[src/rtl/clk_period_monitor.sv]
// Rise-to-rise period monitor for an asynchronous clock, measured in clk_i cycles, with lock detection.
// Optional min/max period tracking is enabled by defining CLK_PERIOD_MON_MINMAX_EN.
module clk_period_monitor #(
    parameter int width_p        = 16,
    parameter int sync_stages_p  = 2,
    parameter int stable_count_p = 4,
    parameter int tolerance_p    = 0
) (
    input  logic               clk_i,
    input  logic               reset_n_i,
    input  logic               mon_clk_i,
    input  logic               en_i,
    input  logic               clear_i,
    output logic [width_p-1:0] period_o,
    output logic               period_v_o,
    output logic               change_o,
    output logic               locked_o,
    output logic               overflow_o
`ifdef CLK_PERIOD_MON_MINMAX_EN
    ,
    output logic [width_p-1:0] min_period_o,
    output logic [width_p-1:0] max_period_o
`endif
);

    localparam int stable_w_lp = $clog2(stable_count_p + 1);
    localparam logic [width_p-1:0]     cnt_max_lp    = '1;
    localparam logic [width_p-1:0]     tol_lp        = width_p'(tolerance_p);
    localparam logic [stable_w_lp-1:0] stable_max_lp = stable_w_lp'(stable_count_p);

    typedef enum logic [1:0] {
        IDLE = 2'd0,
        ARM  = 2'd1,
        MEAS = 2'd2
    } state_t;

    state_t                   state_q, state_next;
    logic [sync_stages_p-1:0] sync_q;
    logic                     mon_level_d;
    logic                     rise_q;
    logic [width_p-1:0]       cnt_q;
    logic [stable_w_lp-1:0]   stable_q;
    logic                     has_prev_q;
    logic                     report;
    logic                     overflow_hit;
    logic                     mon_level;

    function automatic logic [width_p-1:0] abs_diff(input logic [width_p-1:0] a,
                                                    input logic [width_p-1:0] b);
        return (a > b) ? (a - b) : (b - a);
    endfunction

    function automatic logic [stable_w_lp-1:0] sat_inc(input logic [stable_w_lp-1:0] s);
        return (s >= stable_max_lp) ? stable_max_lp : (s + stable_w_lp'(1));
    endfunction

    assign mon_level = sync_q[sync_stages_p-1];

    // Synchronizer and registered rising-edge detect
    always_ff @(posedge clk_i or negedge reset_n_i) begin
        if (!reset_n_i) begin
            sync_q      <= '0;
            mon_level_d <= 1'b0;
            rise_q      <= 1'b0;
        end else begin
            sync_q      <= {sync_q[sync_stages_p-2:0], mon_clk_i};
            mon_level_d <= mon_level;
            rise_q      <= mon_level & ~mon_level_d;
        end
    end

    always_ff @(posedge clk_i or negedge reset_n_i) begin
        if (!reset_n_i) state_q <= IDLE;
        else            state_q <= state_next;
    end

    always_comb begin
        state_next   = state_q;
        report       = 1'b0;
        overflow_hit = 1'b0;
        case (state_q)
            IDLE: if (en_i) state_next = ARM;
            ARM: begin
                if (!en_i)       state_next = IDLE;
                else if (rise_q) state_next = MEAS;
            end
            MEAS: begin
                if (!en_i) begin
                    state_next = IDLE;
                end else if (rise_q) begin
                    report = 1'b1;
                end else if (cnt_q == cnt_max_lp) begin
                    overflow_hit = 1'b1;
                    state_next   = ARM;
                end
            end
            default: state_next = IDLE;
        endcase
    end

    // Period measurement, change and lock tracking
    always_ff @(posedge clk_i or negedge reset_n_i) begin
        if (!reset_n_i) begin
            cnt_q      <= '0;
            stable_q   <= '0;
            has_prev_q <= 1'b0;
            period_o   <= '0;
            period_v_o <= 1'b0;
            change_o   <= 1'b0;
            locked_o   <= 1'b0;
        end else begin
            period_v_o <= 1'b0;
            change_o   <= 1'b0;
            if (!en_i) begin
                cnt_q      <= '0;
                stable_q   <= '0;
                has_prev_q <= 1'b0;
                locked_o   <= 1'b0;
            end else if (state_q == ARM && rise_q) begin
                cnt_q <= width_p'(1);
            end else if (report) begin
                period_o   <= cnt_q;
                period_v_o <= 1'b1;
                cnt_q      <= width_p'(1);
                has_prev_q <= 1'b1;
                if (!has_prev_q) begin
                    stable_q <= stable_w_lp'(1);
                    locked_o <= (stable_max_lp == stable_w_lp'(1));
                end else if (abs_diff(cnt_q, period_o) > tol_lp) begin
                    change_o <= 1'b1;
                    stable_q <= stable_w_lp'(1);
                    locked_o <= 1'b0;
                end else begin
                    stable_q <= sat_inc(stable_q);
                    locked_o <= (sat_inc(stable_q) == stable_max_lp);
                end
            end else if (overflow_hit) begin
                cnt_q      <= '0;
                stable_q   <= '0;
                has_prev_q <= 1'b0;
                locked_o   <= 1'b0;
            end else if (state_q == MEAS) begin
                cnt_q <= cnt_q + width_p'(1);
            end
        end
    end

    // Sticky overflow; a new overflow beats a simultaneous clear
    always_ff @(posedge clk_i or negedge reset_n_i) begin
        if (!reset_n_i)        overflow_o <= 1'b0;
        else if (overflow_hit) overflow_o <= 1'b1;
        else if (clear_i)      overflow_o <= 1'b0;
    end

`ifdef CLK_PERIOD_MON_MINMAX_EN
    always_ff @(posedge clk_i or negedge reset_n_i) begin
        if (!reset_n_i) begin
            min_period_o <= '1;
            max_period_o <= '0;
        end else if (clear_i) begin
            min_period_o <= report ? cnt_q : '1;
            max_period_o <= report ? cnt_q : '0;
        end else if (report) begin
            if (cnt_q < min_period_o) min_period_o <= cnt_q;
            if (cnt_q > max_period_o) max_period_o <= cnt_q;
        end
    end
`endif

endmodule

[config.mk]
export PLATFORM = sky130hd
export DESIGN_NAME = clk_period_monitor
export DESIGN_NICKNAME = d
export VERILOG_FILES = /design/src/rtl/clk_period_monitor.sv
export SDC_FILE = /design/constraint.sdc
export NUM_CORES = 1
export LEC_CHECK = 0
export CORE_MARGIN = 1
export CORE_UTILIZATION = 30
export CTS_CLUSTER_SIZE = 20
export DETAILED_ROUTE_END_ITERATION = 16
export SYNTH_ARGS = -nofsm -noshare
export SYNTH_HDL_FRONTEND = slang
export SYNTH_SLANG_ARGS = --single-unit
[constraint.sdc]
create_clock -name clk_i -period 3.75 [get_ports clk_i]
set_input_delay 0.75 -clock clk_i [delete_from_list [all_inputs] [get_ports clk_i]]
set_output_delay 0.75 -clock clk_i [all_outputs]
set_load 0.02 [all_outputs]
==> run metrics <==
clk root buf=clkbuf_16; Worst-path clk slew=0.06 ns; fin nets=477; Total GRT Usage=0.158; hpwl dp=6.98 mm; Final Skew=0.00288 ns; post-route ant nets=0; Max clock buf depth=2; slew at the pin closest to its max-slew limit=1.04 ns; worst hold path type=flip-flop to flip-flop; Met1 Wirelength=4.30 mm; post-synthesis simple-gate area fraction=0.212; Row Count=38; post-synth top area cell=dfrtp_1; synthesized area=0.00348 mm^2; final hold vios=0; P&R area growth vs syn=15.7%; fmax=287 MHz; routed len/inst=15.3 um; Power Total=1.50 mW; # IOs=25; worst slack, placed=0.253 ns; DRC viols=0; Setup crit start kind=flip-flop; Mapped Nets=453; ys flop type=dfrtp_1; first-pass GRT wire length=14.6 mm; WL met2=4.25 mm; routability cong.=0.870; R2R setup slack=0.26 ns; Synth Area per Inst=8.41 um^2; critical path required time=3.97 ns; Synth async-reset ratio=1.00; xor/xnor cell area share of the yosys netlist=0.0528; status=finished, final reports clean; Die Y=110 um; Max Cap Violations=0; RSZ-0062 raised after global routing=no; initial antenna violation count=0; post-synthesis register bit count=46; Period minus WS final=3.49 ns; final worst setup slack=0.265 ns; Worst EP arrival=3.70 ns; metal3 WL=217 um; Starting Density=0.314; Crit Path Max Fanout=12; Compound-Gate Fraction of Synth Area=0.220; commonest non-fill, non-tap cell in the layout=dfrtp_1; Synth area leaders=dfrtp_1, ha_1, nand2_1; PortBufs=24; top sig layer=met4; Yosys warnings=0; kind of critical path=flip-flop to flip-flop; n_diodes=0; Via density=5.25; largest family of logic cells by synthesized area=compound AO/OA/AOI/OAI gates; mux contribution to synthesized area=0.00288; DRT Wirelength=8.86 mm; clock latency at the later pin of the worst-skew pair=0.28 ns; cts bufs inserted=5; DRT iter0 DRCs=127; CP endpoint kind=flip-flop; PD cells=372 mW/mm^2; WP buf/inv=0; CP top delay family=compound AO/OA/AOI/OAI gates; die width=110 um; die area=0.0120 mm^2; Worst slew margin=0.306; CP max stage delay=0.52 ns; vias in the first global route=2874; Vias=3036; fin crit share=0.929; Yosys top cell area share=0.331; pin count of the biggest net entering global routing=47; CTS HTree Levels=2; Final Max Slew Viols=0; number of synthesized flops with an enable pin=0; Fill cells=1135; GRT overflow=0; number of distinct library cells after synthesis=62; final setup vio count=0; leakage dissipation=1.72 nW; Max rail drop VDD=0.000211 V; layout cell share with drive strength beyond 1=0.0708; Synth Area in Adders=0.122; crit-path cells=ha_2 > and2_4 > o2111ai_1 > a311oi_1 > o21ai_0 > a2111o_1 > a2111oi_0 > a31oi_1 > nor4_2 > a32o_2; sequential area share after synthesis=0.331; most frequent cells in the layout=dfrtp_1, nand2_1, inv_1, ha_1, o21ai_0; core area=0.0111 mm^2; CP max-delay cell=ha_2; setup TNS=0 ns; first drt pass iteration count=5; postcts setup bufs=0; clock sinks=46; Cells after Synth=414; CTS tree=yes
worst paths after layout:
path	startpoint	cells after the start	endpoint
worst max-delay path	cnt_q[4]	10	stable_q[1]
worst min-delay path	sync_q[0]	0	sync_q[1]
worst max register to register	cnt_q[4]	10	stable_q[1]
worst min register to register	sync_q[0]	0	sync_q[1]
max in group asynchronous	reset_n_i	1	cnt_q[2]
min in group asynchronous	reset_n_i	1	stable_q[1]
registers in the layout (all words and copies together) (netlist names):
name	count
overflow_o	1
cnt_q	16
state_q	2
mon_level_d	1
has_prev_q	1
period_v_o	1
change_o	1
rise_q	1
locked_o	1
stable_q	3
sync_q	2
period_o	16
synth_stat cells, drive strengths merged, types with 6 or more instances:
cell type	n
dfrtp	46
nand2	44
inv	38
ha	34
o21ai	31
nor2	26
a21oi	24
xnor2	17
nand3	14
nor3	13
clkbuf	12
nand4	11
nor2b	9
a21o	8
a31oi	7
o21a	7
and3	6
where the power goes:
group	total (mW)	internal [mW]	switching, mW
Clock	0.414	0.244	0.170
Sequential	0.569	0.535	0.0333
Combinational	0.514	0.210	0.305
Total	1.50	0.989	0.508
cell type report:
type	count	area [um^2]	area share
multi-input cells	314	2130	0.528
flip-flops and latches	46	1150	0.286
repair buffers	32	295	0.0733
well taps	140	175	0.0435
inverters	39	146	0.0364
clock buffers	7	133	0.0329
kinds of logic after synthesis:
logic type | Yosys count
simple gates | 146
compound gates | 112
mux | 1
fa+ha+maj | 34
flops | 46
xor+xnor | 21
buf+inv | 54
repair_timing:
action / 4_1_cts / 5_1_grt
hold buffers: 0 / 0
hold endpoints to repair: 0 / 0
resized for setup: 0 / 1
setup endpoints to repair: 0 / 1
metal layers:
metal / up-vias / global-route usage
li1: 1513 / -
met2: 42 / 0.269
met1: 1475 / 0.209
met4: 0 / 0.0410
met5: - / 0
met3: 6 / 0.0219
per-stage QoR:
step	instances	util	hold slack, ns	instance area (um^2)
finish	578	0.363	0.356	4030
global route	578	0.363	0.368	4030
CTS	578	0.363	0.358	4020
detailed placement	571	0.351	0.336	3890
global placement	571	0.351	0.342	3890
floorplan	414	-	0.331	3480
worst reg2reg max path, delay by kind of cell, from the launching register on:
kind                       cells  cell delay [ns]
AOI/OAI and AO/OA              7             1.93
DFF                            1             0.42
and+or+nand+nor                2             0.56
adders and majority gates      1             0.52
Power figures use the tool's default switching activity.
==> variant 1, RTL diff (same settings) <==
Encoding of `state_t`: now one-hot (3 bits for 3 states).
--- a/src/rtl/clk_period_monitor.sv
+++ b/src/rtl/clk_period_monitor.sv
@@ -29,8 +29,8 @@
     localparam logic [stable_w_lp-1:0] stable_max_lp = stable_w_lp'(stable_count_p);
 
-    typedef enum logic [1:0] {
-        IDLE = 2'd0,
-        ARM  = 2'd1,
-        MEAS = 2'd2
+    typedef enum logic [2:0] {
+        IDLE = 3'b001,
+        ARM  = 3'b010,
+        MEAS = 3'b100
     } state_t;
 
Formal check against the unedited RTL: no difference found for any inputs over 10 cycles, from zero or initial values and one cycle with reset_n_i low; not proved beyond that.
==> variant 1 against the unedited design <==
Critical path type unchanged. Setup slack got worse by 0.056 ns. Design area rose by 5.9%. Highest routed layer unchanged. Sequential cell count rose by 1. Area after synthesis rose by 6.8%. Synthesized cell count rose by 6.3%. Routed wire length rose by 3.3%.
Power is not compared: it rests on default switching activity, and its combinational part moved more than twofold at a synthesized area within 25%.
==> variant 1: results (changes against the unedited design) <==
[outcome]
run_status = completed

[final_layout]
share_of_post_route_cells_with_drive_strength_above_1_pct = 7.41  ; +0.33 points
reg.largest.list = cnt_q (16), period_o (16)
non_filler_cells_final = 627  ; +8.5%
finish.net_count = 497  ; +4.2%
fillerInstances = 1240  ; +9.3%

[detailed_routing]
drt-total-wl_um = 9150  ; +3.3%
drt_first_iter_violations = 157  ; +24%
firstDrtPassIters = 4  ; -1
vias_per_cell = 5.04  ; -4.0%

[place]
place_worst_setup_slack_ns = 0.219  ; -0.0336 ns
placed_cells_incl_taps = 619  ; +8.4%
gpl.final_weighted_congestion = 0.892  ; +2.6%
dp_hpwl_um = 7220  ; +3.4%
post_dp_cell_area_mm2 = 0.00411  ; +5.5%

[sta]
fin_worst_skew_ns = 0.00466  ; +0.00178 ns
worst_hold_slack_ns = 0.365  ; +0.00839 ns
fmax_mhz = 282  ; -1.6%
slew_hr_pct = 30.8  ; +0.27 points

[critical_path]
worstPathArrival_ns = 3.72  ; +0.02 ns
crit_family = simple AND/OR/NAND/NOR gates
crit_slowest_cell = sky130_fd_sc_hd__or4_1
reg2reg_setup_slack_ns = 0.21  ; -0.06 ns
path_max_fanout = 8  ; -4
r2r_start = period_o[9]
number_of_cells_traversed_by_the_worst_register_to_register_path = 11  ; +1

[clocking]
numCtsBuffers = 5  ; unchanged

[global_routing]
met2_usage_pct = 25.7  ; -1.2 points
met1_usage_pct = 20.1  ; -0.77 points
vias_in_the_first_global_route = 3019  ; +5.0%
first_pass_grt_wire_length_um = 15300  ; +4.3%
overall_track_demand_over_capacity_in_global_routing_pct = 15.0  ; -0.80 points
grt_util_met3_pct = 1.93  ; -0.27 points
largest_net_degree_at_the_start_of_global_routing = 48  ; +2.1%

[yosys]
synth_cell_types = 70  ; +13%
synth_xor_area_share_pct = 6.36  ; +1.1 points
syn_avg_cell_area_um2 = 8.45  ; +0.52%
synth.top_cells.by_count = sky130_fd_sc_hd__dfrtp_1, sky130_fd_sc_hd__nand2_1, sky130_fd_sc_hd__inv_1
synth_nets = 479  ; +5.7%
yosys.area_share.adder_pct = 11.4  ; -0.78 points
synth_mux_area_share_pct = 1.38  ; +1.1 points
synth-compound-area-share_pct = 21.5  ; -0.53 points
post_synth_main_area_contributors = sky130_fd_sc_hd__dfrtp_1, sky130_fd_sc_hd__ha_1, sky130_fd_sc_hd__xnor2_1
synth-seq-area-share_pct = 31.7  ; -1.4 points

## variant 1: cell count changes in the layout (fill, tap and decap cells not counted), moves of 4 or more
cell and delta:
sky130_fd_sc_hd__nor2_1 +6, sky130_fd_sc_hd__nand4_1 -4, sky130_fd_sc_hd__inv_1 +4, sky130_fd_sc_hd__xnor2_1 +4
## variant 1: worst max-delay path by stage
stage,from,endpoint,cells after the start
floorplan,period_o[4],stable_q[1],12
global placement,period_o[7],stable_q[1],11
detailed placement,period_o[7],stable_q[1],11
CTS,period_o[7],stable_q[1],11
global route,period_o[4],stable_q[1],11
finish,period_o[9],stable_q[1],11
## variant 1: cell families (layout without fill, tap and decap cells)
| logic type | count (synthesis) | count (layout) |
|---|---|---|
| XOR/XNOR | 27 | 27 |
| adder cells (fa/ha/maj) | 34 | 34 |
| buffers and inverters | 62 | 81 |
| AND/OR/NAND/NOR | 152 | 152 |
| multiplexers | 5 | 5 |
| flip-flops | 47 | 47 |
| AO/OA/AOI/OAI | 113 | 113 |
## variant 1: per-layer routing
metal / wire, µm / share of wire (%)
met2: 4420 / 48
met3: 236 / 2.6
met5: 0 / 0
met1: 4430 / 48
met4: 65 / 0.71
## variant 1: where the power goes
| group | switching, mW | total (mW) | internal [mW] |
|---|---|---|---|
| Combinational | 0.0700 | 0.116 | 0.0457 |
| Sequential | 0.0161 | 0.537 | 0.521 |
| Clock | 0.175 | 0.459 | 0.284 |
| Total | 0.262 | 1.11 | 0.850 |
## variant 1: final cells by class
cell class / instances / area, µm² / share of cell area, %
well taps: 168 / 210 / 4.93
flip-flops and latches: 47 / 1180 / 27.6
repair buffers: 30 / 280 / 6.57
clock buffers: 8 / 156 / 3.67
multi-input cells: 331 / 2280 / 53.4
inverters: 43 / 161 / 3.78
==> variant 2, RTL diff (same flow settings) <==
Without the edit above. Build with the macro `CLK_PERIOD_MON_MINMAX_EN` defined.
--- a/src/rtl/clk_period_monitor.sv
+++ b/src/rtl/clk_period_monitor.sv
@@ -1,4 +1,6 @@
 // Rise-to-rise period monitor for an asynchronous clock, measured in clk_i cycles, with lock detection.
 // Optional min/max period tracking is enabled by defining CLK_PERIOD_MON_MINMAX_EN.
+`define CLK_PERIOD_MON_MINMAX_EN
+
 module clk_period_monitor #(
     parameter int width_p        = 16,
Behaviour (old outputs only; new: max_period_o and min_period_o): unchanged (Yosys induction, for registers that start in step).
==> variant 2 against the unedited design <==
Total power rose by 75%. Critical endpoint unchanged. Critical path type unchanged. Maximum frequency fell by 0.80%. Sequential share of layout area up 0.16 points. Setup slack worse by 0.028 ns. Clock power increased by 140%. Sequential cell count rose by 32. Cell count up 59%. Area after synthesis is 61% higher. Routed wire length is 69% higher. Design area grew 70%.
==> variant 2: results (changes against the unedited design) <==
[critical_path]
worstPathArrival_ns = 3.76  ; +0.06 ns
reg2reg_setup_slack_ns = 0.24  ; -0.03 ns
worst_setup_path_startpoint = period_o[8]
crit_slowest_cell = sky130_fd_sc_hd__or4_4
cp_slowest_stage_delay_ns = 0.59  ; +0.07 ns
crit_family = simple AND/OR/NAND/NOR gates

[final_layout]
repair_and_plain_buffers = 80  ; +150%
clock_tree_area_fraction_pct = 4.89  ; +1.6 points
fillerInstances = 1847  ; +63%
num-multi-input-gates = 439  ; +40%
finish.net_count = 754  ; +58%
inverters = 76  ; +95%
area_delta_synth_final_pct = 22.5
clkbuf_count = 13  ; +6
multi_input_area_share_pct = 47.3  ; -5.5 points
seq_area_mm2 = 0.00197  ; +71%

[yosys]
post_synth_main_area_contributors = sky130_fd_sc_hd__dfrtp_1, sky130_fd_sc_hd__ha_1, sky130_fd_sc_hd__dfstp_2
cell_area_after_synthesis_mm2 = 0.00560  ; +61%
synth_cell_types = 73  ; +18%
synth-seq-area-share_pct = 35.2  ; +2.1 points
synth.top_cells.by_count = sky130_fd_sc_hd__inv_1, sky130_fd_sc_hd__ha_1, sky130_fd_sc_hd__dfrtp_1

[detailed_routing]
met2_wirelength_um = 6720  ; +58%
route.met3.wl_um = 680  ; +210%
firstDrtPassIters = 4  ; -1
route.layer.met1.wl_um = 7230  ; +68%
vias_after_detailed_routing = 4763  ; +57%

[place]
post_dp_cell_area_mm2 = 0.00651  ; +67%
placed_cells_incl_taps = 902  ; +58%
gpl.final_weighted_congestion = 0.876  ; +0.72%
io_buffers = 56  ; +130%
place_worst_setup_slack_ns = 0.203  ; -0.0491 ns
dp_hpwl_um = 11200  ; +61%

[global_routing]
met2_usage_pct = 25.3  ; -1.6 points
overall_track_demand_over_capacity_in_global_routing_pct = 16.1  ; +0.38 points
vias_in_the_first_global_route = 4545  ; +58%
first_pass_grt_wire_length_um = 24600  ; +68%

[power]
power_density_mw_per_mm2 = 381  ; +2.4%
comb-power_mw = 0.682  ; +33%

[outcome]
run_status = completed

[sta]
worst_hold_slack_ns = 0.351  ; -0.00590 ns

[variant 2: cell count changes in the layout (fill, tap and decap cells not counted), moves of 8 or more]
cell,unedited run,this run
sky130_fd_sc_hd__inv_1,38,75
sky130_fd_sc_hd__clkdlybuf4s50_1,23,55
sky130_fd_sc_hd__ha_1,33,62
sky130_fd_sc_hd__buf_4,8,25
sky130_fd_sc_hd__dfstp_2,0,16
sky130_fd_sc_hd__a22o_1,1,16
sky130_fd_sc_hd__dfrtp_1,46,61
sky130_fd_sc_hd__o22a_1,1,16
sky130_fd_sc_hd__a21o_1,7,18
sky130_fd_sc_hd__nor2_1,26,37
sky130_fd_sc_hd__o21ai_0,31,39
[variant 2: cell families after synthesis]
logic type | after synthesis | synth area share (%)
AOI/OAI and AO/OA | 180 | 23.2
and+or+nand+nor | 164 | 15.2
buffers and inverters | 100 | 7.21
DFF | 78 | 35.2
adders and majority gates | 65 | 14.5
xor gates and xnor gates | 29 | 4.53
muxes | 1 | 0.179
